### config.mk
export PLATFORM = sky130hd
export DESIGN_NAME = rst_sequencer
export DESIGN_NICKNAME = d
export VERILOG_FILES = /design/src/rtl/rst_seq_pkg.sv /design/src/rtl/sync_ff.sv /design/src/rtl/rst_sequencer.sv
export SDC_FILE = /design/constraint.sdc
export NUM_CORES = 1
export LEC_CHECK = 0
export BUFFER_PORTS_ARGS = -buffer_cell sky130_fd_sc_hd__buf_2
export CAP_MARGIN = 20
export CORE_MARGIN = 5
export CORE_UTILIZATION = 45
export CTS_CLUSTER_DIAMETER = 150
export DETAILED_ROUTE_END_ITERATION = 6
export SETUP_SLACK_MARGIN = 0.4
export SLEW_MARGIN = 20
export SYNTH_ARGS = -nofsm -noshare
export SYNTH_HDL_FRONTEND = slang
export SYNTH_SLANG_ARGS = --single-unit
### constraint.sdc
create_clock -name clk_riscv -period 5.4 [get_ports clk_riscv]
set_clock_uncertainty 0.1 [all_clocks]
set_input_delay 0.54 -clock clk_riscv [delete_from_list [all_inputs] [get_ports clk_riscv]]
set_output_delay 0.54 -clock clk_riscv [all_outputs]
set_load 0.02 [all_outputs]
### src/rtl/rst_seq_pkg.sv
// Shared types and sizing helpers for the reset sequencer.
// Imported by the sequencer top.
package rst_seq_pkg;

   typedef enum logic [1:0] {
      HOLD,
      WAIT_LOCK,
      STAGGER,
      RUN
   } state_t;

   typedef enum logic [1:0] {
      CAUSE_PIN  = 2'd0,
      CAUSE_LOCK = 2'd1,
      CAUSE_SW   = 2'd2
   } cause_t;

   function automatic int max3(input int a, input int b, input int c);
      int m;
      m = (a > b) ? a : b;
      return (m > c) ? m : c;
   endfunction

   function automatic int width_of(input int v);
      return (v < 2) ? 1 : $clog2(v);
   endfunction

endpackage

### src/rtl/sync_ff.sv
// Multi-flop synchroniser with asynchronous active-low clear.
// Output follows d after STAGES clock edges.
module sync_ff #(
   parameter int STAGES = 2
) (
   input  logic clk_riscv,
   input  logic clr_n,
   input  logic d,
   output logic q
);

   logic [STAGES-1:0] sr;

   always_ff @(posedge clk_riscv or negedge clr_n) begin
      if (!clr_n) begin
         sr <= '0;
      end else begin
         sr <= {sr[STAGES-2:0], d};
      end
   end

   assign q = sr[STAGES-1];

endmodule

### src/rtl/rst_sequencer.sv
// Staggered multi-domain reset release with PLL lock filtering,
// lock-loss / software re-entry and last-cause recording.
module rst_sequencer
   import rst_seq_pkg::*;
#(
   parameter int N_DOMAINS      = 3,
   parameter int SYNC_STAGES    = 2,
   parameter int MIN_HOLD       = 4,
   parameter int LOCK_FILTER    = 16,
   parameter int STAGGER_CYCLES = 8
) (
   input  logic                 clk_riscv,
   input  logic                 rst_in,
   input  logic                 pll_locked,
   input  logic                 sw_rst_req,
   output logic [N_DOMAINS-1:0] domain_rst_n,
   output logic                 rst_done,
   output logic [1:0]           rst_cause,
   output logic                 lock_lost
);

   localparam int CW = width_of(max3(MIN_HOLD, LOCK_FILTER,
                                     STAGGER_CYCLES));
   localparam int IW = width_of(N_DOMAINS);

   localparam logic [CW-1:0] HOLD_LAST = CW'(MIN_HOLD - 1);
   localparam logic [CW-1:0] LOCK_LAST = CW'(LOCK_FILTER - 1);
   localparam logic [CW-1:0] STAG_LAST = CW'(STAGGER_CYCLES - 1);
   localparam logic [IW-1:0] IDX_LAST  = IW'(N_DOMAINS - 1);
   localparam logic [N_DOMAINS-1:0] DOM0 = N_DOMAINS'(1);

   state_t          state;
   cause_t          cause;
   logic [CW-1:0]   cnt;
   logic [IW-1:0]   idx;
   logic [IW-1:0]   idx_nxt;
   logic            req_q;
   logic            sw_edge;
   logic            ran_once;
   logic            rst_s;
   logic            lock_s;

   sync_ff #(
      .STAGES (SYNC_STAGES)
   ) u_rst_sync (
      .clk_riscv (clk_riscv),
      .clr_n     (rst_in),
      .d         (1'b1),
      .q         (rst_s)
   );

   sync_ff #(
      .STAGES (SYNC_STAGES)
   ) u_lock_sync (
      .clk_riscv (clk_riscv),
      .clr_n     (rst_in),
      .d         (pll_locked),
      .q         (lock_s)
   );

   assign idx_nxt   = idx + IW'(1);
   assign sw_edge   = sw_rst_req & ~req_q;
   assign rst_cause = cause;

   always_ff @(posedge clk_riscv or negedge rst_in) begin
      if (!rst_in) begin
         state        <= HOLD;
         cause        <= CAUSE_PIN;
         cnt          <= '0;
         idx          <= '0;
         req_q        <= 1'b0;
         ran_once     <= 1'b0;
         lock_lost    <= 1'b0;
         domain_rst_n <= '0;
         rst_done     <= 1'b0;
      end else begin
         req_q <= sw_rst_req;
         if (!rst_s) begin
            state <= HOLD;
            cnt   <= '0;
         end else begin
            // once the system has run, any lock drop is reported
            if (ran_once && !lock_s) begin
               lock_lost <= 1'b1;
            end
            unique case (state)
               HOLD: begin
                  domain_rst_n <= '0;
                  rst_done     <= 1'b0;
                  if (cnt == HOLD_LAST) begin
                     state <= WAIT_LOCK;
                     cnt   <= '0;
                  end else begin
                     cnt <= cnt + CW'(1);
                  end
               end
               WAIT_LOCK: begin
                  if (!lock_s) begin
                     cnt <= '0;
                  end else if (cnt == LOCK_LAST) begin
                     domain_rst_n <= DOM0;
                     cnt          <= '0;
                     idx          <= '0;
                     if (N_DOMAINS == 1) begin
                        state    <= RUN;
                        rst_done <= 1'b1;
                        ran_once <= 1'b1;
                     end else begin
                        state <= STAGGER;
                     end
                  end else begin
                     cnt <= cnt + CW'(1);
                  end
               end
               STAGGER: begin
                  if (!lock_s) begin
                     state        <= HOLD;
                     cause        <= CAUSE_LOCK;
                     cnt          <= '0;
                     idx          <= '0;
                     domain_rst_n <= '0;
                     rst_done     <= 1'b0;
                  end else if (cnt == STAG_LAST) begin
                     cnt          <= '0;
                     idx          <= idx_nxt;
                     domain_rst_n <= domain_rst_n | (DOM0 << idx_nxt);
                     if (idx_nxt == IDX_LAST) begin
                        state    <= RUN;
                        rst_done <= 1'b1;
                        ran_once <= 1'b1;
                     end
                  end else begin
                     cnt <= cnt + CW'(1);
                  end
               end
               RUN: begin
                  // lock loss outranks a simultaneous software request
                  if (!lock_s) begin
                     state        <= HOLD;
                     cause        <= CAUSE_LOCK;
                     cnt          <= '0;
                     idx          <= '0;
                     domain_rst_n <= '0;
                     rst_done     <= 1'b0;
                  end else if (sw_edge) begin
                     state        <= HOLD;
                     cause        <= CAUSE_SW;
                     cnt          <= '0;
                     idx          <= '0;
                     domain_rst_n <= '0;
                     rst_done     <= 1'b0;
                  end
               end
               default: begin
                  state <= HOLD;
                  cnt   <= '0;
               end
            endcase
         end
      end
   end

endmodule

Yosys cells after proc, flatten, opt, wreduce, memory -nomap -nowiden
Cells that the tools add are included.
{ "totals": {"regBits": 21, "inputBits": 4, "word_cells": 90} }
{ "classes": {"n_addsub": 2, "n_eq_ne": 19, "shifts": 1, "muxes": 41, "bitwise": 3, "reduce_logical": 13} }
{ "op_table": {"columns": ["operator", "count"], "rows": [
  ["2-bit two-way mux", 16],
  ["4-bit two-way mux", 8],
  ["3-bit two-way mux", 6],
  ["4-bit one-hot mux with 4 select lines", 1],
  ["3-bit != test, second input constant", 5],
  ["5-bit AND reduction", 3],
  ["4-bit != test, second input constant", 3],
  ["3-bit one-hot mux with 4 select lines", 1],
  ["6-bit AND reduction", 2],
  ["2-bit one-hot mux with 4 select lines", 1],
  ["2-bit == test, second input constant", 3],
  ["2-bit one-hot mux with 3 select lines", 1],
  ["3-bit nonzero test", 2],
  ["1-bit two-way mux", 5],
  ["4-bit by 1-bit adder with 4-bit output, second input constant", 1],
  ["4-bit by 2-bit == test with 1-bit output, second input constant", 1],
  ["4-bit by 3-bit == test with 1-bit output, second input constant", 1],
  ["4-bit == test, second input constant", 1],
  ["2-bit != test, second input constant", 2],
  ["2-bit one-hot mux with 2 select lines", 1],
  ["4-bit AND reduction", 1],
  ["3-bit by 2-bit != test with 1-bit output, second input constant", 1],
  ["3-bit bitwise OR", 1],
  ["1-bit one-hot mux with 3 select lines", 1],
  ["other kinds (11)", 11]
]} }

Depth between registers and ports, before layout
Gate-level depths: netlist (run 1).
{ "logic_depth": {"ltp_word": 7, "mapped_depth": 7, "ltp_nobuf": 6} }

Modules after synthesis
Synthesis (run 1) repeated with hierarchy kept, for this count alone.
{ "unflattened": {"cells_unflattened": 114, "area_unflattened_um2": 1201.2} }
{ "by_module_without_submodules": {"columns": ["mod", "instances", "cells_per_inst", "area_each_um2"], "rows": [
  ["rst_sequencer", 1, 110, 1101.1],
  ["sync_ff", 2, 2, 50.0]
]} }

Least setup slack after synthesis (run 1)
OpenSTA, ideal clock, no wires.
{ "synth_path": {"path_type": "register to register", "startpoint": "register state[0]", "endpoint": "register cnt[3]", "setup_time_ns": 0.065, "arrival_time_ns": 1.760, "required_ns": 5.235, "path_slack_ns": 3.475, "stages_incl_launch_ff": 7, "period_less_slack_ns": 1.925, "cell_sequence": "dfrtp_1 -> inv_1 -> ha_1 -> and4b_1 -> a211o_1 -> a2111oi_2 -> a211o_1"} }
{ "synth_via": {"elab_chain_cells": 3} }
{ "synth_rtl": {"columns": ["item", "line_no", "source"], "rows": [
  ["from (decl)", "rst_sequencer.sv:32", "state_t state;"],
  ["from (signal assigned)", "rst_sequencer.sv:67", "state <= HOLD;"],
  ["from (signal assigned)", "rst_sequencer.sv:79", "state <= HOLD;"],
  ["from (signal assigned)", "rst_sequencer.sv:91", "state <= WAIT_LOCK;"],
  ["2-bit == test (tied with other cells)", "rst_sequencer.sv:86", "unique case (state)"],
  ["4-bit one-hot mux with 4 select lines", "rst_sequencer.sv:86", null],
  ["4-bit two-way mux", "rst_sequencer.sv:78", "if (!rst_s) begin"],
  ["to (signal assigned)", "rst_sequencer.sv:94", "cnt <= cnt + CW'(1);"],
  ["to (signal assigned)", "rst_sequencer.sv:112", "cnt <= cnt + CW'(1);"],
  ["to (signal assigned)", "rst_sequencer.sv:133", "cnt <= cnt + CW'(1);"],
  ["to (decl)", "rst_sequencer.sv:34", "logic [CW-1:0] cnt;"]
]} }
Parallel ways exist; a longest one is shown, timed or not.
A chain may end at the register's enable or synchronous reset.

Worst setup path after layout (run 1)
Same ends and word-level chain as after synthesis.

==> flow_summary.ini, run 1 <==
[die]
start_util_pct = 47.0
dieArea_um2 = 3740
die_w_um = 61.1
io_pins = 11
core-area_um2 = 2500
rows = 18
die-height_um = 61.1

[pwr]
sw_frac_of_total_pct = 39.6
internal_power_uw = 288
vdd_drop_max_uv = 169
p_clk_share_pct = 16.4
p_per_area_nw_per_um2 = 375
p_seq_share_pct = 43.8
combPwrFrac_pct = 39.8
p_switching_uw = 189
p_leak_uw = 0.000625

[clocking]
cts_buffer_depth = 2
post_cts_buffers = 0
cts-resized-gates = 0
cts_hold_buf = 0
cts.clk_slew.worst_paths_ps = 120
clock_sinks = 21
htree_levels = 1
cts-root-buf = clkbuf_4
cts_tree = done
clock_latency_ps = 310
cts_made_buffers = 3

[timing]
tns_ps = 0
slew_viol_final = 0
hold_viol = 0
setup_viol = 0
fmax_mhz = 469
rsz0062_at_grt = false
min_period_ps = 2130
period_share_pct = 39.5
postLayoutSetupSlackWorst_ps = 3270

[yosys]
yosys_register_bits = 21
ys.warnings.count = 0
synthDistinctLibCells = 48
syn_avg_cell_area_um2 = 10.9
synth_edf_count = 0
synthCells = 108
syn_nets = 121
dominantRegCellSynth = dfrtp_1
postSynth.asyncResetShare_pct = 100
yosysSeqAreaShare_pct = 44.7
syn_area_um2 = 1180

[setup_path]
crit_buf_inv = 1
crit_chain = inv_1 -> ha_1 -> and4b_1 -> a211o_1 -> a2111oi_2 -> a211o_1
critPathLaunchType = flop
path_common_cell = a211o_1
critical-path-max-stage-delay_ps = 440
r2r_start = state[0]$_DFFE_PN0P_
path_class = reg2reg
crit_required_ps = 5550
endpoint_kind = flop
cp_top_family = compound AO/OA/AOI/OAI gates
crit_path_start = state[0]$_DFFE_PN0P_
path_max_fanout = 7
cp_data_arrival_time_ps = 2290
critical_path.slowest_cell = dfrtp_1

[finish]
antenna_cells = 0
nets = 133
drive_gt1_share_pct = 20.2
syn_to_final_growth_pct = 8.09
final_common_cell = dfrtp_1
instances_no_fill = 149
final_cell_mix = dfrtp_1 (21), buf_2 (10), ha_1 (9), inv_1 (7), nand2_1 (7)
fillerInstances = 220

[global_route]
grt_max_degree = 22
grt_pass1_wl_mm = 4.26
grt_pass1_vias = 961
grt_usage_pct = 15.2
grt.overflow.total = 0
antenna_found_initial = 0

[placed_design]
place_inst = 145
numPortBuffers = 10
dp_hpwl_mm = 1.75
pre_cts_ws_ps = 3320
place_congestion = 0.874

[detailed_routing]
wl_met2_mm = 1.10
vias_per_cell = 5.87
routedLengthMet1_mm = 1.11
drt_first_pass_iters = 5
vias = 874
wl_per_cell_um = 15.8
totalWireLength_mm = 2.36
wl_met3_um = 106
drt-initial-drc-count = 28
top_layer_used = met4
drtAntennaViolNets = 0
remaining_drc_errors = 0

[job]
maxCapViolations = 0

[min_path]
min_path_type = in2async

[outcome]
status = finished clean
[cells in the mapped netlist (2+ instances only)]
cell,n,area share [%]
nor3_2,2,1.7
a21oi_1,6,2.6
ha_1,9,9.6
o22a_1,3,2.2
o21ai_0,2,0.85
a211oi_1,3,1.9
nand3b_1,2,1.3
a31oi_1,3,1.6
dfrtp_1,21,45
a211o_1,2,1.5
a21o_1,2,1.3
mux2i_1,2,1.7
nand2_1,7,2.2
nor2_1,4,1.3
inv_1,7,2.2
[power groups by stage]
stage               registers [µW]  clock network, µW  logic (µW)
finish                         209               78.4         190
global route                   213               89.5         214
CTS                            208               83.2         191
detailed placement             211                  0         191
global placement               210                  0         184
floorplan                      212                  0         143
[flip-flops by register name, summed over array words and instances, names as in the netlist]
signal,flops
lock_lost,1
state,2
domain_rst_n,3
u_rst_sync.sr,2
ran_once,1
rst_cause,2
u_lock_sync.sr,2
rst_done,1
req_q,1
idx,2
cnt,4
[area by class of cell]
type / instances / area [µm²] / area share (%)
well taps: 30 / 37.5 / 2.95
repair buffers: 10 / 50.0 / 3.94
clock buffers: 3 / 22.5 / 1.77
multi-input cells: 77 / 602 / 47.3
flip-flops and latches: 21 / 526 / 41.3
clock inverters: 1 / 7.51 / 0.591
inverters: 7 / 26.3 / 2.07
[per-stage QoR]
step | instance area, µm² | util (%) | hold slack [ps] | power, µW
2_1_floorplan | 1180 | - | 144 | 355
3_3_place_gp | 1240 | 49.6 | 233 | 394
3_5_place_dp | 1240 | 49.6 | 236 | 402
4_1_cts | 1270 | 50.9 | 68.5 | 482
5_1_grt | 1270 | 50.9 | 88.2 | 516
6_report | 1270 | 50.9 | 61.9 | 477
[metal layers]
| layer | track usage (%) | vias to the layer above |
|---|---|---|
| met2 | 25.2 | 21 |
| li1 | - | 421 |
| met1 | 19.4 | 426 |
| met4 | 6.50 | 0 |
| met3 | 2.52 | 6 |
| met5 | 0 | - |
[logic make-up (layout without fill, tap and decap cells)]
kind of cell | after synthesis | in the layout | share of synthesized area (%)
buf+inv | 10 | 21 | 4.15
fa+ha+maj | 9 | 9 | 9.57
mux | 3 | 3 | 2.66
compound gates | 34 | 34 | 21.8
simple gates | 30 | 30 | 16.8
flops | 21 | 21 | 44.7
other cells | 1 | 1 | 0.319
[path summary, 6_finish.rpt]
path / slack [ps] / endpoint / depth (start not counted)
hold / removal: 60 / rst_cause[0]$_DFFE_PN0P_ / 1
min in group clk_riscv: 230 / u_lock_sync.sr[0]$_DFF_PN0_ / 1
setup / recovery: 3270 / cnt[3]$_DFFE_PN0N_ / 6
setup reg to reg: 3270 / cnt[3]$_DFFE_PN0N_ / 6
hold reg to reg: 260 / u_lock_sync.sr[1]$_DFF_PN0_ / 0
max in group asynchronous: 4810 / idx[0]$_DFFE_PN0P_ / 1
(Power assumes the default switching activity.)
==> run 2: changes to the inputs <==
clock period = 2.1 ns   (was 5.4 ns; I/O delays follow)
==> run 2 against run 1 <==
Combinational power rose to 5.8 times the previous value. Final area is 40% higher. Highest routed layer unchanged. Core utilization rose by 20 points. First-iteration DRC count is 110% higher. Setup slack got worse by 3100 ps. Critical endpoint is now idx[0]$_DFFE_PN0P_. Clock-buffer cell count unchanged. Routed wire length grew 34%. Critical path type unchanged. Register-to-register slack worse by 3100 ps.
==> flow_summary.ini, run 2 (synthesized netlist as in run 1, its figures left out) <==
[detailed_routing]
vias = 1042
drt_first_pass_iters = 4
drt-initial-drc-count = 59
vias_per_cell = 5.79
totalWireLength_mm = 3.15
remaining_drc_errors = 0
drtAntennaViolNets = 0
wl_per_cell_um = 17.5

[finish]
final_common_cell = buf_4
final_cell_mix = buf_4 (23), dfrtp_1 (20), buf_2 (10), a21oi_1 (6), nand2_1 (6)
drive_gt1_share_pct = 52.0
largest_reg_flops = 4
reg.largest.list = cnt: 4 flops, domain_rst_n: 3 flops
top_register = cnt
nets = 164
antenna_cells = 0
finalInstanceArea_um2 = 1780
syn_to_final_growth_pct = 51.5

[global_route]
grt_pass1_wl_mm = 4.92
grt.overflow.total = 0
grt_usage_pct = 18.0
grt_max_degree = 22
grt_pass1_vias = 1012
antenna_found_initial = 0
top_usage_layer = met2
grt_util_met3_pct = 3.56
met2_usage_pct = 30.5
met1_usage_pct = 22.8

[timing]
rsz0062_at_grt = true
period_share_pct = 91.3
hold_viol = 0
min_period_ps = 1920
fmax_mhz = 521
tns_ps = 0
setup_viol = 0
slew_viol_final = 0
fin_hold_ws_ps = 262
postLayoutSetupSlackWorst_ps = 182

[die]
start_util_pct = 47.0
core-area_um2 = 2500
dieArea_um2 = 3740
rows = 18
die_w_um = 61.1
io_pins = 11
die-height_um = 61.1

[pwr]
vdd_drop_max_uv = 780
p_leak_uw = 0.000821
p_per_area_nw_per_um2 = 1040
finalPower_uw = 1860

[job]
maxCapViolations = 0

[setup_path]
path_class = reg2reg
cp_top_family = flip-flops
cp_data_arrival_time_ps = 2030
crit_chain = inv_2 -> ha_4 -> buf_4 -> a21o_1 -> o211a_4 -> nor3_4 -> mux2_4
crit_buf_inv = 2
r2r_setup_slack_ps = 180
path_max_fanout = 4
critical_path.slowest_cell = dfrtp_1
critical-path-max-stage-delay_ps = 440
endpoint_kind = flop
critPathLaunchType = flop
crit_required_ps = 2210

[min_path]
min_path_type = reg2reg

[clocking]
htree_levels = 1
cts_buffer_depth = 2
clock_latency_ps = 310
clock_sinks = 21
cts-root-buf = clkbuf_4
cts.clk_slew.worst_paths_ps = 120
cts_tree = done
cts_made_buffers = 3

[placed_design]
numPortBuffers = 10
dpl-instance-area_um2 = 1290
pre_cts_ws_ps = 187
dp_hpwl_mm = 1.77
place_congestion = 0.791

[outcome]
status = finished clean
-- run 2: changes by cell type in the layout (fill, tap and decap cells not counted), moves of 3 or more --
cell and change:
dlygate4sd3_1 +3, inv_1 -3, nor3_4 +3, ha_4 +5
ha_1 -6, buf_4 +23, buf_6 +4
-- run 2: power breakdown --
| group | leakage, µW | internal, µW | total [µW] | switching, µW |
|---|---|---|---|---|
| Clock | 0.0000177 | 71.3 | 202 | 131 |
| Combinational | 0.000533 | 582 | 1110 | 525 |
| Sequential | 0.000270 | 469 | 551 | 81.8 |
-- run 2: area by class of cell --
class | count | area [µm²]
Clock buffer | 3 | 22.5
Clock inverter | 1 | 5.00
Fill cell | 161 | 718
Inverter | 7 | 28.8
Multi-Input combinational cell | 77 | 843
Sequential cell | 21 | 527
Tap cell | 30 | 37.5
Timing Repair Buffer | 41 | 318
-- run 2: final timing paths --
| kind | startpoint | depth (start not counted) | to |
|---|---|---|---|
| max | state[0]$_DFFE_PN0P_ | 7 | idx[0]$_DFFE_PN0P_ |
| min | u_lock_sync.sr[0]$_DFF_PN0_ | 0 | u_lock_sync.sr[1]$_DFF_PN0_ |
| max reg2reg | state[0]$_DFFE_PN0P_ | 7 | idx[0]$_DFFE_PN0P_ |
| min reg2reg | u_lock_sync.sr[0]$_DFF_PN0_ | 0 | u_lock_sync.sr[1]$_DFF_PN0_ |
| max in group asynchronous | rst_in | 2 | state[1]$_DFFE_PN0P_ |
| min in group asynchronous | rst_in | 2 | rst_cause[0]$_DFFE_PN0P_ |
-- run 2: layer usage --
metal  vias up  routed length [µm]
li1        492                   -
met1       513                1400
met2        27                1520
met3        10                 122
met4         0                 100
met5         -                   0
-- run 2: stage by stage --
step                cells  util (%)
finish                180      71.3
global route          180      71.3
CTS                   171      64.6
detailed placement    147      51.7
global placement      147      51.7
floorplan             108         -
-- run 2: repair_timing --
action | in CTS | in global routing
resized for setup | 19 | 20
setup buffers | 17 | 9
endpoints found under the hold margin | 23 | 0
hold buffers | 3 | 0
setup endpoints to repair | 12 | 13
pin swaps | 13 | 9
==> run 3: changes to the inputs <==
--- a/config.mk
+++ b/config.mk
@@ -12,4 +12,5 @@
 export CTS_CLUSTER_DIAMETER = 150
 export DETAILED_ROUTE_END_ITERATION = 6
+export PLACE_DENSITY = 0.75
 export SETUP_SLACK_MARGIN = 0.4
 export SLEW_MARGIN = 20
--- a/constraint.sdc
+++ b/constraint.sdc
@@ -3,3 +3,3 @@
 set_input_delay 0.21 -clock clk_riscv [delete_from_list [all_inputs] [get_ports clk_riscv]]
 set_output_delay 0.21 -clock clk_riscv [all_outputs]
-set_load 0.02 [all_outputs]
+set_load 0.005 [all_outputs]
==> run 3 against run 2 <==
Flip-flop and latch count did not move. Sequential power rose by 2%. Clock power rose by 2%. Final area rose by 6.4%. Routed wire length rose by 24%. Clock-buffer cell count did not move. Core utilization rose by 4.6 points. Via count rose by 11%. First-iteration DRC count fell by 20%. Die area did not move. Sequential share of layout area fell by 1.8 points. Critical path type unchanged. Critical endpoint is now state[1]$_DFFE_PN0P_.
==> flow_summary.ini, run 3 (synthesized netlist as in run 1, its figures left out) <==
[min_path]
hold_path_end = u_lock_sync.sr[1]$_DFF_PN0_
min_path_type = reg2reg
holdPathStages = 0
min_from = u_lock_sync.sr[0]$_DFF_PN0_

[pwr]
p_leak_uw = 0.000875
internal_power_uw = 1170
p_clk_share_pct = 10.4
p_seq_share_pct = 28.2
combPwrFrac_pct = 61.4
p_per_area_nw_per_um2 = 1050
vdd_drop_max_uv = 925
sw_frac_of_total_pct = 41.2
p_switching_uw = 820

[timing]
tns_ps = 0
fin_hold_ws_ps = 264
fmax_mhz = 497
min_period_ps = 2010
hold_viol = 0
period_share_pct = 95.9
setup_viol = 0
slew_viol_final = 0
rsz0062_at_grt = true

[finish]
nets = 171
largest_reg_flops = 4
final_cell_mix = buf_4 (22), dfrtp_1 (20), buf_6 (13), buf_2 (10), nand2_1 (6)
finalInstanceArea_um2 = 1900
syn_to_final_growth_pct = 61.2
instances_no_fill = 187
layout.core_utilization_pct = 75.8
multi_input_area_um2 = 881
drive_gt1_share_pct = 56.1
fillerInstances = 143
top_register = cnt
antenna_cells = 0
final_common_cell = buf_4
regArea_um2 = 527
reg.largest.list = cnt: 4 flops, domain_rst_n: 3 flops

[clocking]
cts-root-buf = clkbuf_4
cts_made_buffers = 3
htree_levels = 1
cts_tree = done
clock_latency_ps = 310
cts_buffer_depth = 2
clock_sinks = 21
cts.clk_slew.worst_paths_ps = 120

[die]
rows = 18
core-area_um2 = 2500
start_util_pct = 47.0
io_pins = 11
die-height_um = 61.1
dieArea_um2 = 3740
die_w_um = 61.1

[outcome]
status = finished clean

[detailed_routing]
remaining_drc_errors = 0
totalWireLength_mm = 3.90
drt-initial-drc-count = 47
drt_first_pass_iters = 5
wl_per_cell_um = 20.8
vias_per_cell = 6.17
drtAntennaViolNets = 0
vias = 1153

[setup_path]
critPathLaunchType = flop
r2r_start = state[0]$_DFFE_PN0P_
path_max_fanout = 3
path_class = reg2reg
critical-path-max-stage-delay_ps = 470
cp_data_arrival_time_ps = 2100
ff2ff_path_depth = 8
critical_path.slowest_cell = dfrtp_1
rr_endpoint = state[1]$_DFFE_PN0P_
crit_buf_inv = 4
endpoint_kind = flop
r2r_setup_slack_ps = 90
crit_required_ps = 2190
cp_top_family = compound AO/OA/AOI/OAI gates
crit_chain = inv_2 -> buf_4 -> buf_4 -> ha_1 -> inv_2 -> o221ai_4 -> o311ai_4 -> o41ai_2

[global_route]
grt_max_degree = 22
grt_usage_pct = 19.1
grt.overflow.total = 0
grt_pass1_wl_mm = 5.10
antenna_found_initial = 0
grt_pass1_vias = 1072

[placed_design]
place_inst = 145
place_congestion = 0.832
dp_hpwl_mm = 1.74
numPortBuffers = 10
dpl-instance-area_um2 = 1280

[job]
maxCapViolations = 0
[run 3: cell types whose count changed in the layout (fill, tap and decap cells not counted), sizes merged]
cell / change
buf: +7
clkinvlp: +1
clkinv: -1
[run 3: routing by layer]
metal | track usage (%) | vias to the layer above | wire length [µm]
met4 | 8.05 | 0 | 178
met5 | 0 | - | 0
li1 | - | 503 | -
met3 | 5.45 | 18 | 250
met1 | 22.2 | 572 | 1430
met2 | 32.8 | 60 | 2040
[run 3: worst reg2reg max path, stage by stage (launching register included)]
cell and delay (ps):
dfrtp_1 470, inv_2 100, buf_4 150, buf_4 140
ha_1 230, inv_2 90, o221ai_4 130, o311ai_4 330
o41ai_2 140
[run 3: area by class of cell]
class                      count  area share, %
inverter                       7           1.52
multi-input combinational     77           46.5
sequential                    21           27.8
timing repair buffer          48           20.7
clock inverter                 1          0.396
clock buffer                   3           1.19
tap                           30           1.98
[run 3: stage by stage]
step,power [µW],setup slack [ps]
3_3_place_gp,1040,193
4_1_cts,1620,235
6_report,1990,86.2
2_1_floorplan,948,328
5_1_grt,2080,45.4
3_5_place_dp,1070,116
[run 3: power by group through the flow]
stage               Sequential (µW)  Combinational (µW)  Clock [µW]
floorplan                       530                 417           0
global placement                539                 503           0
detailed placement              547                 521           0
CTS                             542                 863         216
global route                    569                1270         235
finish                          561                1220         207
[run 3: repair_timing]
action                                  CTS  global route
endpoints found under the setup margin   12            14
hold buffers                              3             0
endpoints found under the hold margin    23             0
setup buffers                            24            11
gates resized for setup                  25            29
pin swaps                                12            20
[run 3: how the worst max path moves through the flow]
stage	startpoint	end	slack [ps]	cells after the start
2_1_floorplan	state[0]$_DFFE_PN0P_	idx[0]$_DFFE_PN0P_	330	7
3_3_place_gp	state[0]$_DFFE_PN0P_	cnt[3]$_DFFE_PN0N_	190	6
3_5_place_dp	state[0]$_DFFE_PN0P_	cnt[3]$_DFFE_PN0N_	120	6
4_1_cts	cnt[1]$_DFFE_PN0N_	cnt[3]$_DFFE_PN0N_	240	5
5_1_grt	u_lock_sync.sr[1]$_DFF_PN0_	domain_rst_n[1]$_DFFE_PN0P_	50	6
6_report	state[0]$_DFFE_PN0P_	state[1]$_DFFE_PN0P_	90	8
